### src/rtl/seq_shift_rotate_pkg.sv
// Shared opcode constants, FSM state encoding and opcode validity helper
// for the multi-cycle shift/rotate unit.
package shift_rotate_pkg;

  localparam logic [2:0] OP_SLL = 3'b000;
  localparam logic [2:0] OP_SRL = 3'b001;
  localparam logic [2:0] OP_SRA = 3'b010;
  localparam logic [2:0] OP_ROL = 3'b011;
  localparam logic [2:0] OP_ROR = 3'b100;

  typedef enum logic [1:0] {
    S_IDLE  = 2'd0,
    S_SHIFT = 2'd1,
    S_DONE  = 2'd2
  } state_t;

  function automatic logic is_valid_op(input logic [2:0] op);
    return (op <= OP_ROR);
  endfunction

endpackage

### src/rtl/seq_shift_rotate_if.sv
// Request and result handshake bundle for seq_shift_rotate.
interface seq_shift_rotate_if #(parameter int WIDTH = 8);
  localparam int AMT_W = $clog2(WIDTH);

  logic             in_valid;
  logic             in_ready;
  logic [WIDTH-1:0] in_data;
  logic [2:0]       opcode;
  logic [AMT_W-1:0] amount;
  logic             out_valid;
  logic             out_ready;
  logic [WIDTH-1:0] out_data;
  logic             out_err;

  modport master (
    output in_valid, in_data, opcode, amount, out_ready,
    input  in_ready, out_valid, out_data, out_err
  );

  modport slave (
    input  in_valid, in_data, opcode, amount, out_ready,
    output in_ready, out_valid, out_data, out_err
  );
endinterface

### src/rtl/seq_shift_rotate_step.sv
// One combinational shift/rotate step of k bits; k=0 passes data through.
module shift_rotate_step
  import shift_rotate_pkg::*;
#(
  parameter int WIDTH = 8,
  parameter int AMT_W = 3
) (
  input  logic [WIDTH-1:0] data,
  input  logic [2:0]       op,
  input  logic [AMT_W-1:0] k,
  input  logic             sign,
  output logic [WIDTH-1:0] result
);

  logic [2*WIDTH-1:0] sra_ext;
  logic [WIDTH-1:0]   rot_l;
  logic [WIDTH-1:0]   rot_r;

  always_comb begin
    sra_ext = {{WIDTH{sign}}, data} >> k;
    // a shift by WIDTH yields zero, so k=0 rotates collapse to data
    rot_l   = (data << k) | (data >> (WIDTH - int'(k)));
    rot_r   = (data >> k) | (data << (WIDTH - int'(k)));
    result  = data;
    case (op)
      OP_SLL:  result = data << k;
      OP_SRL:  result = data >> k;
      OP_SRA:  result = sra_ext[WIDTH-1:0];
      OP_ROL:  result = rot_l;
      OP_ROR:  result = rot_r;
      default: result = data;
    endcase
  end

endmodule

### src/rtl/seq_shift_rotate.sv
// Multi-cycle shift/rotate unit: STEP bits per clock between two valid/ready handshakes.
//  state   | meaning
//  S_IDLE  | ready for a request
//  S_SHIFT | stepping the operand, remaining > 0
//  S_DONE  | result presented until out_ready
module seq_shift_rotate
  import shift_rotate_pkg::*;
#(
  parameter int WIDTH = 8,
  parameter int STEP  = 1
) (
  input  logic                clk,
  input  logic                rst_n,
  seq_shift_rotate_if.slave   bus,
  output logic                busy
);

  localparam int AMT_W = $clog2(WIDTH);

  state_t           state_q, state_d;
  logic [WIDTH-1:0] data_q;
  logic [2:0]       op_q;
  logic [AMT_W-1:0] rem_q;
  logic [AMT_W-1:0] k_amt;
  logic             sign_q;
  logic             err_q;
  logic             accept;
  logic [WIDTH-1:0] step_res;

  assign accept = bus.in_valid && (state_q == S_IDLE);
  assign k_amt  = (rem_q < AMT_W'(STEP)) ? rem_q : AMT_W'(STEP);

  shift_rotate_step #(.WIDTH(WIDTH), .AMT_W(AMT_W)) u_step (
    .data   (data_q),
    .op     (op_q),
    .k      (k_amt),
    .sign   (sign_q),
    .result (step_res)
  );

  always_ff @(posedge clk or negedge rst_n) begin
    if (!rst_n) state_q <= S_IDLE;
    else        state_q <= state_d;
  end

  always_comb begin
    state_d       = state_q;
    bus.in_ready  = (state_q == S_IDLE);
    bus.out_valid = (state_q == S_DONE);
    bus.out_data  = data_q;
    bus.out_err   = err_q && (state_q == S_DONE);
    busy          = (state_q != S_IDLE);
    case (state_q)
      S_IDLE: begin
        if (bus.in_valid) begin
          if ((bus.amount != '0) && is_valid_op(bus.opcode)) state_d = S_SHIFT;
          else                                               state_d = S_DONE;
        end
      end
      S_SHIFT: if (rem_q == k_amt) state_d = S_DONE;
      S_DONE:  if (bus.out_ready)  state_d = S_IDLE;
      default: state_d = S_IDLE;
    endcase
  end

  always_ff @(posedge clk or negedge rst_n) begin
    if (!rst_n) begin
      data_q <= '0;
      op_q   <= '0;
      rem_q  <= '0;
      sign_q <= 1'b0;
      err_q  <= 1'b0;
    end else if (accept) begin
      data_q <= bus.in_data;
      op_q   <= bus.opcode;
      rem_q  <= bus.amount;
      sign_q <= bus.in_data[WIDTH-1];
      err_q  <= !is_valid_op(bus.opcode);
    end else if (state_q == S_SHIFT) begin
      data_q <= step_res;
      rem_q  <= rem_q - k_amt;
    end
  end

endmodule

### src/flat_wrapper.sv
// flat-port wrapper written by rule: the top's interface ports become plain ports
module seq_shift_rotate_flat import shift_rotate_pkg::*;
#(
  parameter int WIDTH = 8,
  parameter int STEP  = 1
)
  (clk, rst_n, busy, bus_in_valid, bus_in_data, bus_opcode, bus_amount, bus_out_ready, bus_in_ready, bus_out_valid, bus_out_data, bus_out_err);
  seq_shift_rotate_if #(.WIDTH(WIDTH)) bus_i ();
  input  logic clk;
  input  logic rst_n;
  output logic busy;
  input wire logic [$bits(bus_i.in_valid)-1:0] bus_in_valid;
  input wire logic [$bits(bus_i.in_data)-1:0] bus_in_data;
  input wire logic [$bits(bus_i.opcode)-1:0] bus_opcode;
  input wire logic [$bits(bus_i.amount)-1:0] bus_amount;
  input wire logic [$bits(bus_i.out_ready)-1:0] bus_out_ready;
  output wire logic [$bits(bus_i.in_ready)-1:0] bus_in_ready;
  output wire logic [$bits(bus_i.out_valid)-1:0] bus_out_valid;
  output wire logic [$bits(bus_i.out_data)-1:0] bus_out_data;
  output wire logic [$bits(bus_i.out_err)-1:0] bus_out_err;
  assign bus_i.in_valid = bus_in_valid;
  assign bus_i.in_data = bus_in_data;
  assign bus_i.opcode = bus_opcode;
  assign bus_i.amount = bus_amount;
  assign bus_i.out_ready = bus_out_ready;
  assign bus_in_ready = bus_i.in_ready;
  assign bus_out_valid = bus_i.out_valid;
  assign bus_out_data = bus_i.out_data;
  assign bus_out_err = bus_i.out_err;
  seq_shift_rotate #(.WIDTH(WIDTH), .STEP(STEP)) u_core (.clk(clk), .rst_n(rst_n), .bus(bus_i), .busy(busy));
endmodule
### config.mk
export PLATFORM = sky130hd
export DESIGN_NAME = seq_shift_rotate_flat
export DESIGN_NICKNAME = d
export VERILOG_FILES = /design/src/rtl/seq_shift_rotate_pkg.sv /design/src/rtl/seq_shift_rotate_if.sv /design/src/rtl/seq_shift_rotate_step.sv /design/src/rtl/seq_shift_rotate.sv /design/src/flat_wrapper.sv
export SDC_FILE = /design/constraint.sdc
export NUM_CORES = 1
export LEC_CHECK = 0
export CAP_MARGIN = 20
export CELL_PAD_IN_SITES_DETAIL_PLACEMENT = 0
export CELL_PAD_IN_SITES_GLOBAL_PLACEMENT = 1
export CORE_ASPECT_RATIO = 0.8
export CORE_UTILIZATION = 33
export CTS_CLUSTER_SIZE = 10
export DETAILED_ROUTE_END_ITERATION = 7
export PLACE_DENSITY = 0.74
export SLEW_MARGIN = 20
export SYNTH_ARGS = -nofsm -noshare
export SYNTH_HDL_FRONTEND = slang
export SYNTH_SLANG_ARGS = --single-unit
### constraint.sdc
create_clock -name clk -period 2.19 [get_ports clk]
set_input_delay 0.5475 -clock clk [delete_from_list [all_inputs] [get_ports clk]]
set_output_delay 0.5475 -clock clk [all_outputs]
set_load 0.05 [all_outputs]
# --- Yosys cells after proc, flatten, opt, wreduce, memory -nomap -nowiden ---
# Index checks and enable logic that the tools add are counted.
totals:
  output_inout_bits: 12
  word_cells: 50
  inputBits: 18
  regBits: 18
classes:
  n_bitwise: 2
  n_reduce_logical: 12
  order_cmp: 2
  addsub: 2
  eq_ne: 10
  shift: 5
  muxes: 11
op_table:
  columns: ["operator", "count"]
  rows:
  - ["$pmux 8 s5", 1]
  - ["$shl 8x32->8", 1]
  - ["$shr 8x32->8", 1]
  - ["$mux 8", 2]
  - ["$or 8x8->8", 2]
  - ["$shr 16x3->8", 1]
  - ["$mux 3", 3]
  - ["$mux 2", 4]
  - ["$shl 8x3->8", 1]
  - ["$shr 8x3->8", 1]
  - ["$eq 3x2->1 const B", 2]
  - ["$pmux 2 s3", 1]
  - ["$reduce_bool 6->1", 1]
  - ["$sub 4x3->5 const A", 1]
  - ["$ne 2x2->1 const B", 2]
  - ["$reduce_bool 2->1", 2]
  - ["$eq 3x1->1 const B", 1]
  - ["$eq 3x3->1", 1]
  - ["$eq 3x3->1 const B", 1]
  - ["$le 3x3->1 const B", 1]
  - ["$logic_and 1x1->1", 3]
  - ["$logic_not 3->1", 1]
  - ["$lt 3x1->1 const B", 1]
  - ["$reduce_and 3->1", 1]
  - ["8 further kinds", 8]

# --- Depth between registers and ports, before layout ---
logic_depth:
  word_depth: 8
  mapped_depth: 9

# --- Modules after synthesis ---
# From an unflattened synthesis, not the netlist that was laid out.
hier_totals:
  hier_cells: 270
  area_unflattened_um2: 2125.8
by_module_without_submodules:
  columns: ["mod", "area_per_inst_um2", "seq_area_each_um2", "n_inst", "cells_each"]
  rows:
  - ["shift_rotate_step", 1293.7, 0.0, 1, 180]
  - ["seq_shift_rotate", 832.0, 450.4, 1, 90]

# --- Least setup slack after synthesis ---
# OpenSTA, ideal clock, no wires.
synth_path:
  path_kind: "flip-flop to output port"
  start: "reg u_core.state_q[1]"
  end: "out bus_out_err"
  t_arrival_ns: 1.995
  stages_incl_launch_ff: 4
  slack_ns: -0.352
  cell_sequence: "dfrtp_1 > clkbuf_1 > nor2b_1 > and2_1"
synth_between:
  elab_chain_cells: 2
synth_rtl:
  columns: ["item", "line", "text"]
  rows:
  - ["from (decl)", "seq_shift_rotate.sv:20", "state_t state_q, state_d;"]
  - ["from (signal assigned)", "seq_shift_rotate.sv:43", "else state_q <= state_d;"]
  - ["$eq 2x2->1", null, null]
  - ["named net bus_out_valid", "flat_wrapper.sv:18", "output wire logic [$bits(bus_i.out_valid)-1:0] bus_out_valid;"]
  - ["$logic_and 1x1->1", "seq_shift_rotate.sv:51", "bus.out_err = err_q && (state_q == S_DONE);"]
  - ["to (decl)", "flat_wrapper.sv:20", "output wire logic [$bits(bus_i.out_err)-1:0] bus_out_err;"]
# The timed path passes the listed nets, and every way through them passes these cells.

# --- Final worst setup path ---
layout_path:
  start: "reg u_core.data_q[0], in the netlist u_core.bus.out_data[0]"
  end: "out bus_out_data[0]"
layout_lines:
  columns: ["item", "line", "text"]
  rows:
  - ["from (decl)", "seq_shift_rotate.sv:21", "logic [WIDTH-1:0] data_q;"]
  - ["from (signal assigned)", "seq_shift_rotate.sv:74", "data_q <= bus.in_data;"]
  - ["from (signal assigned)", "seq_shift_rotate.sv:80", "data_q <= step_res;"]
  - ["to (decl)", "flat_wrapper.sv:19", "output wire logic [$bits(bus_i.out_data)-1:0] bus_out_data;"]
# No word-level cell between the ends.

==> flow_metrics.env <==
export IMPL_status="finished, final reports clean"
export IMPL_netlist_area_leader_share_pct=31.58
export IMPL_grt_max_degree=19
export IMPL_power_mw=3.384
export IMPL_slowest_delay_ns=0.84
export IMPL_yosys_warnings=0
export IMPL_drv_slew=0
export IMPL_cp_top_family="buffers and inverters"
export IMPL_synth_avg_cell_area_um2=7.924
export IMPL_antenna_cells=0
export IMPL_hold_viol=0
export IMPL_start_util_pct=36.08
export IMPL_synthTopCellsByArea="dfrtp_1, nand2_1, a21oi_1"
export IMPL_core_area_um2=3954
export IMPL_drtAntennaViolNets=0
export IMPL_wl_per_cell_um=16.15
export IMPL_async_flop_share_pct=100.0
export IMPL_cts_buffers=3
export IMPL_regArea_um2=450.4
export IMPL_drc=0
export IMPL_firstDrtPassIters=4
export IMPL_ys_top_cells_by_count="nand2_1, dfrtp_1, a21oi_1"
export IMPL_vias_per_cell=5.785
export IMPL_cap_violations=0
export IMPL_fillers=404
export IMPL_drt_total_wl_mm=4.424
export IMPL_rsz0062_at_grt="no"
export IMPL_setup_viol=0
export IMPL_synth_largest_area_cell="dfrtp_1"
export IMPL_die_x_um=75.51
export IMPL_cts_tree="yes"
export IMPL_worst_path_max_delay_cell="clkdlybuf4s50_1"
export IMPL_nets=241
export IMPL_path_buf_inv=1
export IMPL_hpwl_mm=3.331
export IMPL_cts_buffer_depth=2
export IMPL_clk_latency_ns=0.25
export IMPL_multi_input_area_um2=905.9
export IMPL_leakage_nw=0.8214
export IMPL_synth_edf_count=0
export IMPL_grt_pass1_vias=1400
export IMPL_clk_pin_slew_ns=0.07
export IMPL_rows=20
export IMPL_synthCells=180
export IMPL_hold_class="register to register"
export IMPL_dr_total_vias=1585
export IMPL_syn_num_nets=201
export IMPL_start_kind="register"
export IMPL_synth_cell_types=47
export IMPL_worstSetupEndpointType="output pin"
export IMPL_syn_area_um2=1426
export IMPL_grt_overflow=0
export IMPL_cts_root_buf="clkbuf_8"
export IMPL_cts_sinks=18
export IMPL_grt_first_pass_wirelength_mm=7.024
export IMPL_yosysMostFrequentCell="nand2_1"
export IMPL_period_minus_slack_ns=2.108
export IMPL_cp_arrival_ns=1.56
export IMPL_port_buffers=29
export IMPL_max_freq_ghz=0.4743
export IMPL_hold_buffers=0
export IMPL_skew_ns=0.003929
export IMPL_dieArea_um2=4591
export IMPL_h_tree_depth=1
export IMPL_path_cells="clkdlybuf4s50_1"
export IMPL_fin_crit_sh_pct=96.27
export IMPL_tns_ns=0
export IMPL_die_h_um=60.81
export IMPL_vdd_ir_drop_max_uv=684.2
export IMPL_crit_type="register to output pin"
export IMPL_critPathMaxFanout=6
export IMPL_ys_ff_latch=18
export IMPL_power_density_nw_per_um2=1764
export IMPL_drive_gt1_share_pct=19.18
export IMPL_gp_congestion=0.9072
export IMPL_antenna_found_initial=0
export IMPL_area_growth_syn_to_layout_pct=34.47
export IMPL_synthFlopType="dfrtp_1"
export IMPL_crit_required_ns=1.64
export IMPL_drt_iter0_markers=176
export IMPL_io_pins=30
export IMPL_ys_seq_area_share_pct=31.58
export IMPL_grt_usage_pct=20.82
[power breakdown]
group / internal [mW] / switching [mW]
clock: 0.160 / 0.114
combinational: 0.934 / 1.33
sequential: 0.506 / 0.344
total: 1.60 / 1.78
[per-stage QoR]
| stage | hold slack [ns] | cell area [um2] | worst slack [ns] | utilization (%) | std cells |
|---|---|---|---|---|---|
| 5_1_grt | 0.5387 | 1918 | 0.03034 | 48.51 | 274 |
| 3_5_place_dp | 0.4712 | 1854 | 0.02302 | 46.90 | 270 |
| 4_1_cts | 0.4882 | 1909 | 0.09143 | 48.29 | 274 |
| 2_1_floorplan | 0.2519 | 1434 | 0.08276 | - | 180 |
| 3_3_place_gp | 0.4612 | 1854 | 0.07103 | 46.90 | 270 |
| 6_report | 0.4801 | 1918 | 0.08158 | 48.51 | 274 |
[cells by family (layout without fill, tap and decap cells)]
| logic type | count (synthesis) | after routing | share of synthesized area, % |
|---|---|---|---|
| compound gates | 68 | 68 | 31.23 |
| fa+ha+maj | 3 | 3 | 2.632 |
| buf+inv | 20 | 59 | 6.052 |
| flops | 18 | 18 | 31.58 |
| mux | 8 | 8 | 6.667 |
| other cells | 1 | 1 | 0.2629 |
| simple gates | 62 | 62 | 21.58 |
[flip-flops by register name (all words and copies together) (netlist names)]
| signal | count |
|---|---|
| u_core.bus.out_data | 8 |
| u_core.err_q | 1 |
| u_core.op_q | 3 |
| u_core.rem_q | 3 |
| u_core.sign_q | 1 |
| u_core.state_q | 2 |
[layer usage]
metal / share of wire (%) / up-vias / global-route usage, %
met1: 48 / 753 / 31.61
met4: 1.4 / 0 / 3.175
met5: 0 / - / 0
met2: 43 / 74 / 30.99
li1: - / 748 / -
met3: 7.3 / 10 / 4.153
[final timing paths]
kind,from,end,slack (ns),cells past startpoint
hold reg to reg,u_core.err_q$_DFFE_PN0P_,u_core.err_q$_DFFE_PN0P_,0.48,2
setup reg to reg,u_core.rem_q[0]$_DFFE_PN0P_,u_core.bus.out_data[0]$_DFFE_PN0P_,0.11,7
min in group asynchronous,rst_n,u_core.rem_q[0]$_DFFE_PN0P_,0.63,2
hold / removal,u_core.err_q$_DFFE_PN0P_,u_core.err_q$_DFFE_PN0P_,0.48,2
max in group asynchronous,rst_n,u_core.sign_q$_DFFE_PN0P_,1.36,2
setup / recovery,u_core.bus.out_data[0]$_DFFE_PN0P_,bus_out_data[0],0.08,1
[timing repair]
action                                  CTS  global route
buffers inserted                          0             0
gates resized for setup                   0             2
endpoints found under the setup margin    0             1
hold endpoints to repair                  0             0
[cell usage in the layout (no fill, tap or decap), drive strengths merged, types with 2 or more instances in the layout]
cell | netlist | layout
nand2 | 25 | 25
buf | 4 | 25
clkdlybuf4s50 | 0 | 18
dfrtp | 18 | 18
a21oi | 15 | 15
o21ai | 13 | 13
nor2 | 12 | 12
inv | 12 | 12
o22ai | 9 | 9
a31oi | 8 | 8
mux2i | 5 | 5
a221oi | 4 | 4
nor3 | 4 | 4
clkbuf | 4 | 4
nand3b | 3 | 3
nand3 | 3 | 3
nand2b | 3 | 3
o31ai | 3 | 3
ha | 3 | 3
a21boi | 3 | 3
nor2b | 3 | 3
and2 | 2 | 2
a32oi | 2 | 2
mux2 | 2 | 2
o211ai | 2 | 2
or3 | 2 | 2
[area by class of cell]
| type | count | area share, % |
|---|---|---|
| Clock buffer | 4 | 2.870 |
| Inverter | 12 | 2.348 |
| Multi-Input combinational cell | 142 | 47.23 |
| Sequential cell | 18 | 23.48 |
| Tap cell | 55 | 3.588 |
| Timing Repair Buffer | 43 | 20.48 |
No activity file was read; power rests on OpenSTA's default activity.
